## src/rtl/iir_meter_pkg.sv

```systemverilog
// Shared types and default widths for the IIR response meter.
// The result struct is sized for the default configuration.
package iir_meter_pkg;

   localparam int DW        = 18;
   localparam int PWR_W     = 2 * DW;
   localparam int NBINS_DEF = 256;
   localparam int BIN_W     = $clog2(NBINS_DEF);

   typedef enum logic {
      IDLE = 1'b0,
      RUN  = 1'b1
   } meter_state_t;

   typedef struct packed {
      logic [BIN_W-1:0] bin;
      logic [PWR_W-1:0] mean;
      logic [PWR_W-1:0] peak;
   } meter_result_t;

endpackage

```

## src/rtl/iir_response_meter_if.sv

```systemverilog
// Sample-in / result-out bundle of the IIR response meter.
// The master drives the filter samples; the slave is the meter.
interface iir_response_meter_if #(
   parameter int DW    = iir_meter_pkg::DW,
   parameter int NBINS = iir_meter_pkg::NBINS_DEF
);

   logic                       sweep_start;
   logic                       dv_in;
   logic signed [DW-1:0]       d_real;
   logic signed [DW-1:0]       d_imag;
   logic                       dv_out;
   logic [$clog2(NBINS)-1:0]   bin;
   logic [2*DW-1:0]            mean_pwr;
   logic [2*DW-1:0]            peak_pwr;
   logic                       sweep_done;
   logic                       busy;

   modport master (
      output sweep_start, dv_in, d_real, d_imag,
      input  dv_out, bin, mean_pwr, peak_pwr, sweep_done, busy
   );

   modport slave (
      input  sweep_start, dv_in, d_real, d_imag,
      output dv_out, bin, mean_pwr, peak_pwr, sweep_done, busy
   );

endinterface

```

## src/rtl/iir_pwr_stage.sv

```systemverilog
// Two-stage complex magnitude-squared pipeline: squares, then their sum.
// flush drops the sample moving from the square stage to the power stage.
module iir_pwr_stage #(
   parameter int DW = iir_meter_pkg::DW
) (
   input  logic                 clk,
   input  logic                 rst_n,
   input  logic                 flush,
   input  logic                 valid_in,
   input  logic signed [DW-1:0] re,
   input  logic signed [DW-1:0] im,
   output logic                 valid_out,
   output logic [2*DW-1:0]      pwr
);

   localparam int PW = 2 * DW;

   logic signed [PW-1:0] sq_re;
   logic signed [PW-1:0] sq_im;
   logic                 v1;

   // Operands are sign-extended to full width so the product is exact.
   always_ff @(posedge clk or negedge rst_n) begin
      if (!rst_n) begin
         v1        <= 1'b0;
         valid_out <= 1'b0;
         sq_re     <= '0;
         sq_im     <= '0;
         pwr       <= '0;
      end else begin
         v1        <= valid_in;
         valid_out <= v1 && !flush;
         if (valid_in) begin
            sq_re <= PW'(re) * PW'(re);
            sq_im <= PW'(im) * PW'(im);
         end
         if (v1) begin
            pwr <= $unsigned(sq_re) + $unsigned(sq_im);
         end
      end
   end

endmodule

```

## src/rtl/iir_response_meter.sv

```systemverilog
// Windowed mean/peak power meter for the swept IIR filter output.
// Peak tracking is compiled in only when IIR_METER_PEAK_EN is defined.
module iir_response_meter #(
   parameter int LOG2_WIN = 10,
   parameter int NBINS    = 256,
   parameter int DW       = iir_meter_pkg::DW
) (
   input  logic                 clk,
   input  logic                 rst_n,
   iir_response_meter_if.slave  bus
);

   import iir_meter_pkg::*;

   localparam int PW = 2 * DW;
   localparam int AW = PW + LOG2_WIN;
   localparam int BW = $clog2(NBINS);
   localparam logic [BW-1:0] LAST_BIN = BW'(NBINS - 1);

   typedef struct packed {
      logic [BW-1:0] bin;
      logic [PW-1:0] mean;
      logic [PW-1:0] peak;
   } result_t;

   meter_state_t        state;
   meter_state_t        state_next;
   logic                accept;
   logic [LOG2_WIN-1:0] in_cnt;
   logic [BW-1:0]       in_bin;

   logic                p_valid;
   logic [PW-1:0]       p_pwr;
   logic [LOG2_WIN-1:0] s_cnt;
   logic [BW-1:0]       s_bin;
   logic [AW-1:0]       acc;
   logic [AW-1:0]       acc_sum;
   logic [PW-1:0]       peak_next;
   result_t             res;
   logic                res_dv;
   logic                res_done;

   assign accept = bus.dv_in && ((state == RUN) || bus.sweep_start);

   always_ff @(posedge clk or negedge rst_n) begin
      if (!rst_n) begin
         state <= IDLE;
      end else begin
         state <= state_next;
      end
   end

   always_comb begin
      state_next = state;
      case (state)
         IDLE: if (bus.sweep_start) state_next = RUN;
         RUN: begin
            if (!bus.sweep_start && accept && (in_cnt == '1) && (in_bin == LAST_BIN)) begin
               state_next = IDLE;
            end
         end
         default: state_next = IDLE;
      endcase
   end

   // Input-side position in the sweep; the sweep_start sample is sample 0.
   always_ff @(posedge clk or negedge rst_n) begin
      if (!rst_n) begin
         in_cnt <= '0;
         in_bin <= '0;
      end else if (bus.sweep_start) begin
         in_cnt <= bus.dv_in ? LOG2_WIN'(1) : '0;
         in_bin <= '0;
      end else if (accept) begin
         in_cnt <= in_cnt + LOG2_WIN'(1);
         if (in_cnt == '1) begin
            in_bin <= in_bin + BW'(1);
         end
      end
   end

   iir_pwr_stage #(.DW(DW)) u_pwr (
      .clk       (clk),
      .rst_n     (rst_n),
      .flush     (bus.sweep_start),
      .valid_in  (accept),
      .re        (bus.d_real),
      .im        (bus.d_imag),
      .valid_out (p_valid),
      .pwr       (p_pwr)
   );

   // The first sample of a window reloads rather than adds, so windows abut.
   assign acc_sum = (s_cnt == '0) ? AW'(p_pwr) : acc + AW'(p_pwr);

`ifdef IIR_METER_PEAK_EN
   logic [PW-1:0] peak;

   assign peak_next = ((s_cnt == '0) || (p_pwr > peak)) ? p_pwr : peak;

   always_ff @(posedge clk or negedge rst_n) begin
      if (!rst_n) begin
         peak <= '0;
      end else if (bus.sweep_start) begin
         peak <= '0;
      end else if (p_valid) begin
         peak <= peak_next;
      end
   end
`else
   assign peak_next = '0;
`endif

   // sweep_start discards whatever reaches this stage, suppressing its dv_out.
   always_ff @(posedge clk or negedge rst_n) begin
      if (!rst_n) begin
         s_cnt    <= '0;
         s_bin    <= '0;
         acc      <= '0;
         res      <= '0;
         res_dv   <= 1'b0;
         res_done <= 1'b0;
      end else begin
         res_dv   <= 1'b0;
         res_done <= 1'b0;
         if (bus.sweep_start) begin
            s_cnt <= '0;
            s_bin <= '0;
            acc   <= '0;
         end else if (p_valid) begin
            s_cnt <= s_cnt + LOG2_WIN'(1);
            acc   <= acc_sum;
            if (s_cnt == '1) begin
               res.bin  <= s_bin;
               res.mean <= PW'(acc_sum >> LOG2_WIN);
               res.peak <= peak_next;
               res_dv   <= 1'b1;
               res_done <= (s_bin == LAST_BIN);
               s_bin    <= (s_bin == LAST_BIN) ? '0 : s_bin + BW'(1);
            end
         end
      end
   end

   assign bus.dv_out     = res_dv;
   assign bus.bin        = res.bin;
   assign bus.mean_pwr   = res.mean;
   assign bus.peak_pwr   = res.peak;
   assign bus.sweep_done = res_done;
   assign bus.busy       = (state == RUN);

endmodule

```

## src/flat_wrapper.sv

```systemverilog
// flat-port wrapper written by rule: the top's interface ports become plain ports
module iir_response_meter_flat import iir_meter_pkg::*;
#(
   parameter int LOG2_WIN = 10,
   parameter int NBINS    = 256,
   parameter int DW       = iir_meter_pkg::DW
)
  (clk, rst_n, bus_sweep_start, bus_dv_in, bus_d_real, bus_d_imag, bus_dv_out, bus_bin, bus_mean_pwr, bus_peak_pwr, bus_sweep_done, bus_busy);
  iir_response_meter_if #(.DW(DW), .NBINS(NBINS)) bus_i ();
  input  logic clk;
  input  logic rst_n;
  input wire logic [$bits(bus_i.sweep_start)-1:0] bus_sweep_start;
  input wire logic [$bits(bus_i.dv_in)-1:0] bus_dv_in;
  input wire logic [$bits(bus_i.d_real)-1:0] bus_d_real;
  input wire logic [$bits(bus_i.d_imag)-1:0] bus_d_imag;
  output wire logic [$bits(bus_i.dv_out)-1:0] bus_dv_out;
  output wire logic [$bits(bus_i.bin)-1:0] bus_bin;
  output wire logic [$bits(bus_i.mean_pwr)-1:0] bus_mean_pwr;
  output wire logic [$bits(bus_i.peak_pwr)-1:0] bus_peak_pwr;
  output wire logic [$bits(bus_i.sweep_done)-1:0] bus_sweep_done;
  output wire logic [$bits(bus_i.busy)-1:0] bus_busy;
  assign bus_i.sweep_start = bus_sweep_start;
  assign bus_i.dv_in = bus_dv_in;
  assign bus_i.d_real = bus_d_real;
  assign bus_i.d_imag = bus_d_imag;
  assign bus_dv_out = bus_i.dv_out;
  assign bus_bin = bus_i.bin;
  assign bus_mean_pwr = bus_i.mean_pwr;
  assign bus_peak_pwr = bus_i.peak_pwr;
  assign bus_sweep_done = bus_i.sweep_done;
  assign bus_busy = bus_i.busy;
  iir_response_meter #(.LOG2_WIN(LOG2_WIN), .NBINS(NBINS), .DW(DW)) u_core (.clk(clk), .rst_n(rst_n), .bus(bus_i));
endmodule
```

## config.mk

```make
export PLATFORM = sky130hd
export DESIGN_NAME = iir_response_meter_flat
export DESIGN_NICKNAME = d
export VERILOG_FILES = /design/src/rtl/iir_meter_pkg.sv /design/src/rtl/iir_response_meter_if.sv /design/src/rtl/iir_pwr_stage.sv /design/src/rtl/iir_response_meter.sv /design/src/flat_wrapper.sv
export SDC_FILE = /design/constraint.sdc
export NUM_CORES = 2
export LEC_CHECK = 0
export BUFFER_PORTS_ARGS = -buffer_cell sky130_fd_sc_hd__buf_2
export CORE_MARGIN = 8
export CORE_UTILIZATION = 46
export DETAILED_ROUTE_END_ITERATION = 10
export HOLD_SLACK_MARGIN = 0.1
export SKIP_CTS_REPAIR_TIMING = 1
export SYNTH_ARGS = -nofsm -noshare
export SYNTH_HDL_FRONTEND = slang
export SYNTH_SLANG_ARGS = --single-unit
```

## constraint.sdc

```tcl
create_clock -name clk -period 3 [get_ports clk]
set_input_delay 0.45 -clock clk [delete_from_list [all_inputs] [get_ports clk]]
set_output_delay 0.45 -clock clk [all_outputs]
set_load 0.02 [all_outputs]
```

==> run_results.csv <==
group,metric,value,unit
worst_setup_path,slack_of_the_worst_reg_to_reg_path,-0.07,ns
cts,clkLatencyLatePin,0.56,ns
sta,finalSetupViolations,63,
global_routing,grt_overflow_total,0,
drt,post-route-drc-count,0,
yosys,yosys_register_bits,237,
drt,routedWlPerCell,15.8,µm
status,run_status,"finished with violations",
yosys,synth_enable_flop_cells,0,
final_layout,post-route-util,0.582,
drt,total_vias_in_the_final_route,26900,
drt,finalWirelength,85300,µm
yosys,netlist_area,35200,µm²
worst_setup_path,timing.critical_path.from_type,"input pin",
final_layout,post-route-cell-area,44100,µm²
floorplan,std_cell_rows,101,
placement,dpl.hpwl,71400,µm
drt,post_drt_via_cell_ratio,4.99,
placement,port-buffer-count,86,
final_layout,final_cell_count_no_fill,5393,
drt,antenna_left,0,
cts,clock_sinks,237,
floorplan,floorplan.initialDensity,0.464,
yosys,synth_cell_type_count,91,
global_routing,first_global_vias,29000,
placement,gp_routability_congestion,0.918,
sta,fin_skew,0.0233,ns
floorplan,fp.dieH,293,µm
worst_setup_path,critical_path.endpoint_type,"flip-flop",
worst_setup_path,cp.required,3.42,ns
floorplan,dieArea,85700,µm²
status,failed_checks,"setup timing",
drt,first_pass_iters,7,
yosys,yosysWarnings,0,
global_routing,global_route_wire_length_before_repair,142000,µm
worst_hold_path,hp-class,"in -> reg",
final_layout,drive_above_1_share,0.268,
floorplan,fp.coreArea,75800,µm²
worst_setup_path,timing.setup.critical_path_class,"in -> reg",
worst_setup_path,timing.critical_path.arrival,5.93,ns
yosys,synthesis.instances,3840,
cts,clock_tree_buffer_depth,3,
floorplan,design.portCount,123,
cts,root_buffer,"clkbuf_16",
yosys,ys_async_sr_fraction,1.00,
sta,finalWorstSetupSlack,-2.52,ns
floorplan,die_w,293,µm
final_layout,area_delta_synth_final,25.3,%
sta,timing.fmax,181,MHz
sta,worst_slew_pin_slew,0.803,ns
final_layout,nFillCells,6689,
final_layout,n_antenna_cell,0,
sta,rsz0062_at_grt,"yes",
global_routing,grt.total_usage,0.201,
worst_setup_path,critical-path-max-stage-delay,0.55,ns
worst_setup_path,critical_path_buf_inv_count,7,
cts,cts_tree,"built",
worst_setup_path,crit_path_top_delay_cell,"fa_1",
final_layout,footprint_of_the_multi_input_gates,27400,µm²
placement,numPlacedInstances,5308,
global_routing,grt_antenna_before_repair,0,
drt,drt_iter0_markers,1085,
final_layout,final-seq-area,5930,µm²
sta,period_minus_slack,5.52,ns
yosys,synth.avg_cell_area,9.17,µm²
flow_run,cap_violations,0,
global_routing,grt_max_degree,132,
cts,numCtsBuffers,28,
sta,finalHoldViolCount,0,
worst_setup_path,critPathTopFamily,"adder cells",
cts,clk_transition_reported_paths,0.06,ns
sta,finalCritPeriodShare,1.84,
sta,timing.slew.headroom,0.463,
cts,cts.htree.levels,1,
yosys,sequential_element_share_of_the_synthesized_area,0.168,
placement,placed_instance_area,41400,µm²
sta,final_max_slew_viol_count,0,
yosys,synth_top_flop_cell,"dfrtp_1",
final_layout,finalNetCount,5314,
worst_setup_path,crit_path_max_fanout,5,
worst_setup_path,crit_path_frequent_cell,"fa_1",
-- final timing paths --
| check | from | endpoint | cells past startpoint |
|---|---|---|---|
| worst max-delay path | bus_d_real[9] | u_core.u_pwr.sq_re[34]$_DFFE_PN0P_ | 25 |
| worst min-delay path | bus_d_imag[1] | u_core.u_pwr.sq_im[2]$_DFFE_PN0P_ | 4 |
| worst max register to register | u_core.u_pwr.sq_re[5]$_DFFE_PN0P_ | u_core.u_pwr.pwr[25]$_DFFE_PN0P_ | 11 |
| worst min register to register | u_core.bus.bin[4]$_DFFE_PN0P_ | u_core.bus.bin[4]$_DFFE_PN0P_ | 2 |
| max in group asynchronous | rst_n | u_core.in_cnt[4]$_DFFE_PN0P_ | 3 |
| min in group asynchronous | rst_n | u_core.bus.mean_pwr[12]$_DFFE_PN0P_ | 2 |
-- cells by family after synthesis --
| logic type | Yosys count | synth area share |
|---|---|---|
| buf+inv | 1019 | 0.113 |
| simple gates | 927 | 0.119 |
| fa+ha+maj | 878 | 0.438 |
| compound gates | 547 | 0.101 |
| flops | 237 | 0.168 |
| xor+xnor | 190 | 0.0473 |
| mux | 41 | 0.0127 |
| other cells | 1 | 0.000107 |
-- routing by layer --
metal / track usage / routed length (µm) / part of all wire
met5: 0 / 0 / 0
met4: 0.0445 / 1930 / 0.023
met3: 0.0210 / 3440 / 0.040
met2: 0.364 / 43900 / 0.52
met1: 0.257 / 36000 / 0.42
-- state kept, by name, summed over array words and instances, names as in the netlist --
name,cells
u_core.acc,46
u_core.bus.mean_pwr,36
u_core.u_pwr.pwr,36
u_core.u_pwr.sq_im,35
u_core.u_pwr.sq_re,35
u_core.in_cnt,10
u_core.s_cnt,10
u_core.bus.bin,8
u_core.in_bin,8
u_core.s_bin,8
u_core.bus.busy,1
u_core.bus.dv_out,1
u_core.bus.sweep_done,1
u_core.u_pwr.v1,1
u_core.u_pwr.valid_out,1
-- cells in the final DEF (no fill, tap or decap), types with 15 or more instances in the layout --
| master | synthesis | layout |
|---|---|---|
| a211oi_1 | 25 | 18 |
| a21o_1 | 70 | 70 |
| a21oi_1 | 128 | 89 |
| a21oi_2 | 6 | 34 |
| and2_1 | 79 | 53 |
| and2_4 | 0 | 25 |
| buf_12 | 0 | 20 |
| buf_2 | 7 | 50 |
| buf_4 | 40 | 500 |
| buf_6 | 0 | 65 |
| clkbuf_16 | 0 | 30 |
| conb_1 | 1 | 36 |
| dfrtp_1 | 237 | 236 |
| fa_1 | 590 | 546 |
| fa_2 | 0 | 44 |
| ha_1 | 288 | 229 |
| ha_4 | 0 | 51 |
| inv_1 | 856 | 767 |
| inv_2 | 1 | 77 |
| mux2_2 | 28 | 28 |
| nand2_1 | 482 | 425 |
| nand2_2 | 0 | 37 |
| nand2_4 | 0 | 17 |
| nand2b_1 | 21 | 18 |
| nand3_1 | 36 | 34 |
| nand4_1 | 25 | 25 |
| nor2_1 | 177 | 155 |
| nor2_2 | 0 | 15 |
| nor2b_1 | 26 | 23 |
| o21ai_0 | 148 | 101 |
| o21ai_1 | 23 | 53 |
| o21ai_2 | 2 | 15 |
| o21bai_1 | 18 | 16 |
| xnor2_1 | 107 | 92 |
| xnor2_2 | 0 | 15 |
| xor2_1 | 83 | 78 |
-- worst reg2reg max path: stages, from the launching register on --
cell and delay [ns]:
dfrtp_1 0.42, ha_2 0.34, a21o_1 0.20, a21oi_2 0.21
a21boi_1 0.13, o31ai_2 0.24, a21bo_1 0.18, nor3_1 0.07
or3_4 0.39, o31ai_1 0.25, xor2_1 0.37, a21oi_1 0.12
-- stage by stage --
step                      setup WS (ns)  TNS [ns]  hold WS [ns]
after floorplan                   -2.79   -124.45         0.154
after global placement            -3.28   -161.24         0.430
after detailed placement          -3.26   -162.40         0.433
after CTS                         -2.67   -126.18        -0.173
after global routing              -2.73   -127.12         0.356
final                             -2.52   -115.05         0.358
-- final cells by class --
type	instances	share of cell area
Clock buffer	41	0.0186
Clock inverter	8	0.00136
Inverter	858	0.0740
Multi-Input combinational cell	2619	0.621
Sequential cell	237	0.134
Tap cell	978	0.0277
Timing Repair Buffer	652	0.123
-- cells in the mapped netlist (4+ instances only) --
master	number	share of area
nor3b_1	4	0.00085
a22o_1	12	0.0030
or2_2	8	0.0014
a221o_1	6	0.0017
a31oi_1	19	0.0034
ha_1	288	0.10
and3_1	15	0.0027
a21oi_2	6	0.0015
nand2b_1	21	0.0037
a211oi_1	25	0.0053
xor2_1	83	0.021
and2_1	79	0.014
buf_2	7	0.00099
a21o_1	70	0.015
buf_1	10	0.0011
xnor2_1	107	0.027
o21bai_1	18	0.0038
o21a_1	12	0.0026
and4b_1	4	0.0011
nor3_1	16	0.0023
mux2_2	28	0.0090
nand2_1	482	0.051
clkbuf_1	103	0.011
o31ai_1	6	0.0013
inv_1	856	0.091
o211ai_1	9	0.0019
o21ai_1	23	0.0033
nor2_1	177	0.019
or3_1	6	0.0011
nand4_1	25	0.0044
dfrtp_1	237	0.17
o21ai_0	148	0.021
and4_1	7	0.0017
a311oi_1	6	0.0015
a21oi_1	128	0.018
a31o_2	9	0.0022
nor2b_1	26	0.0046
nand3_1	36	0.0051
mux2i_1	13	0.0037
fa_1	590	0.34
buf_4	40	0.0085
Power is left out: the tool's default activity adds up to more than one toggle a clock period on the data nets, which glitch-free logic cannot reach.
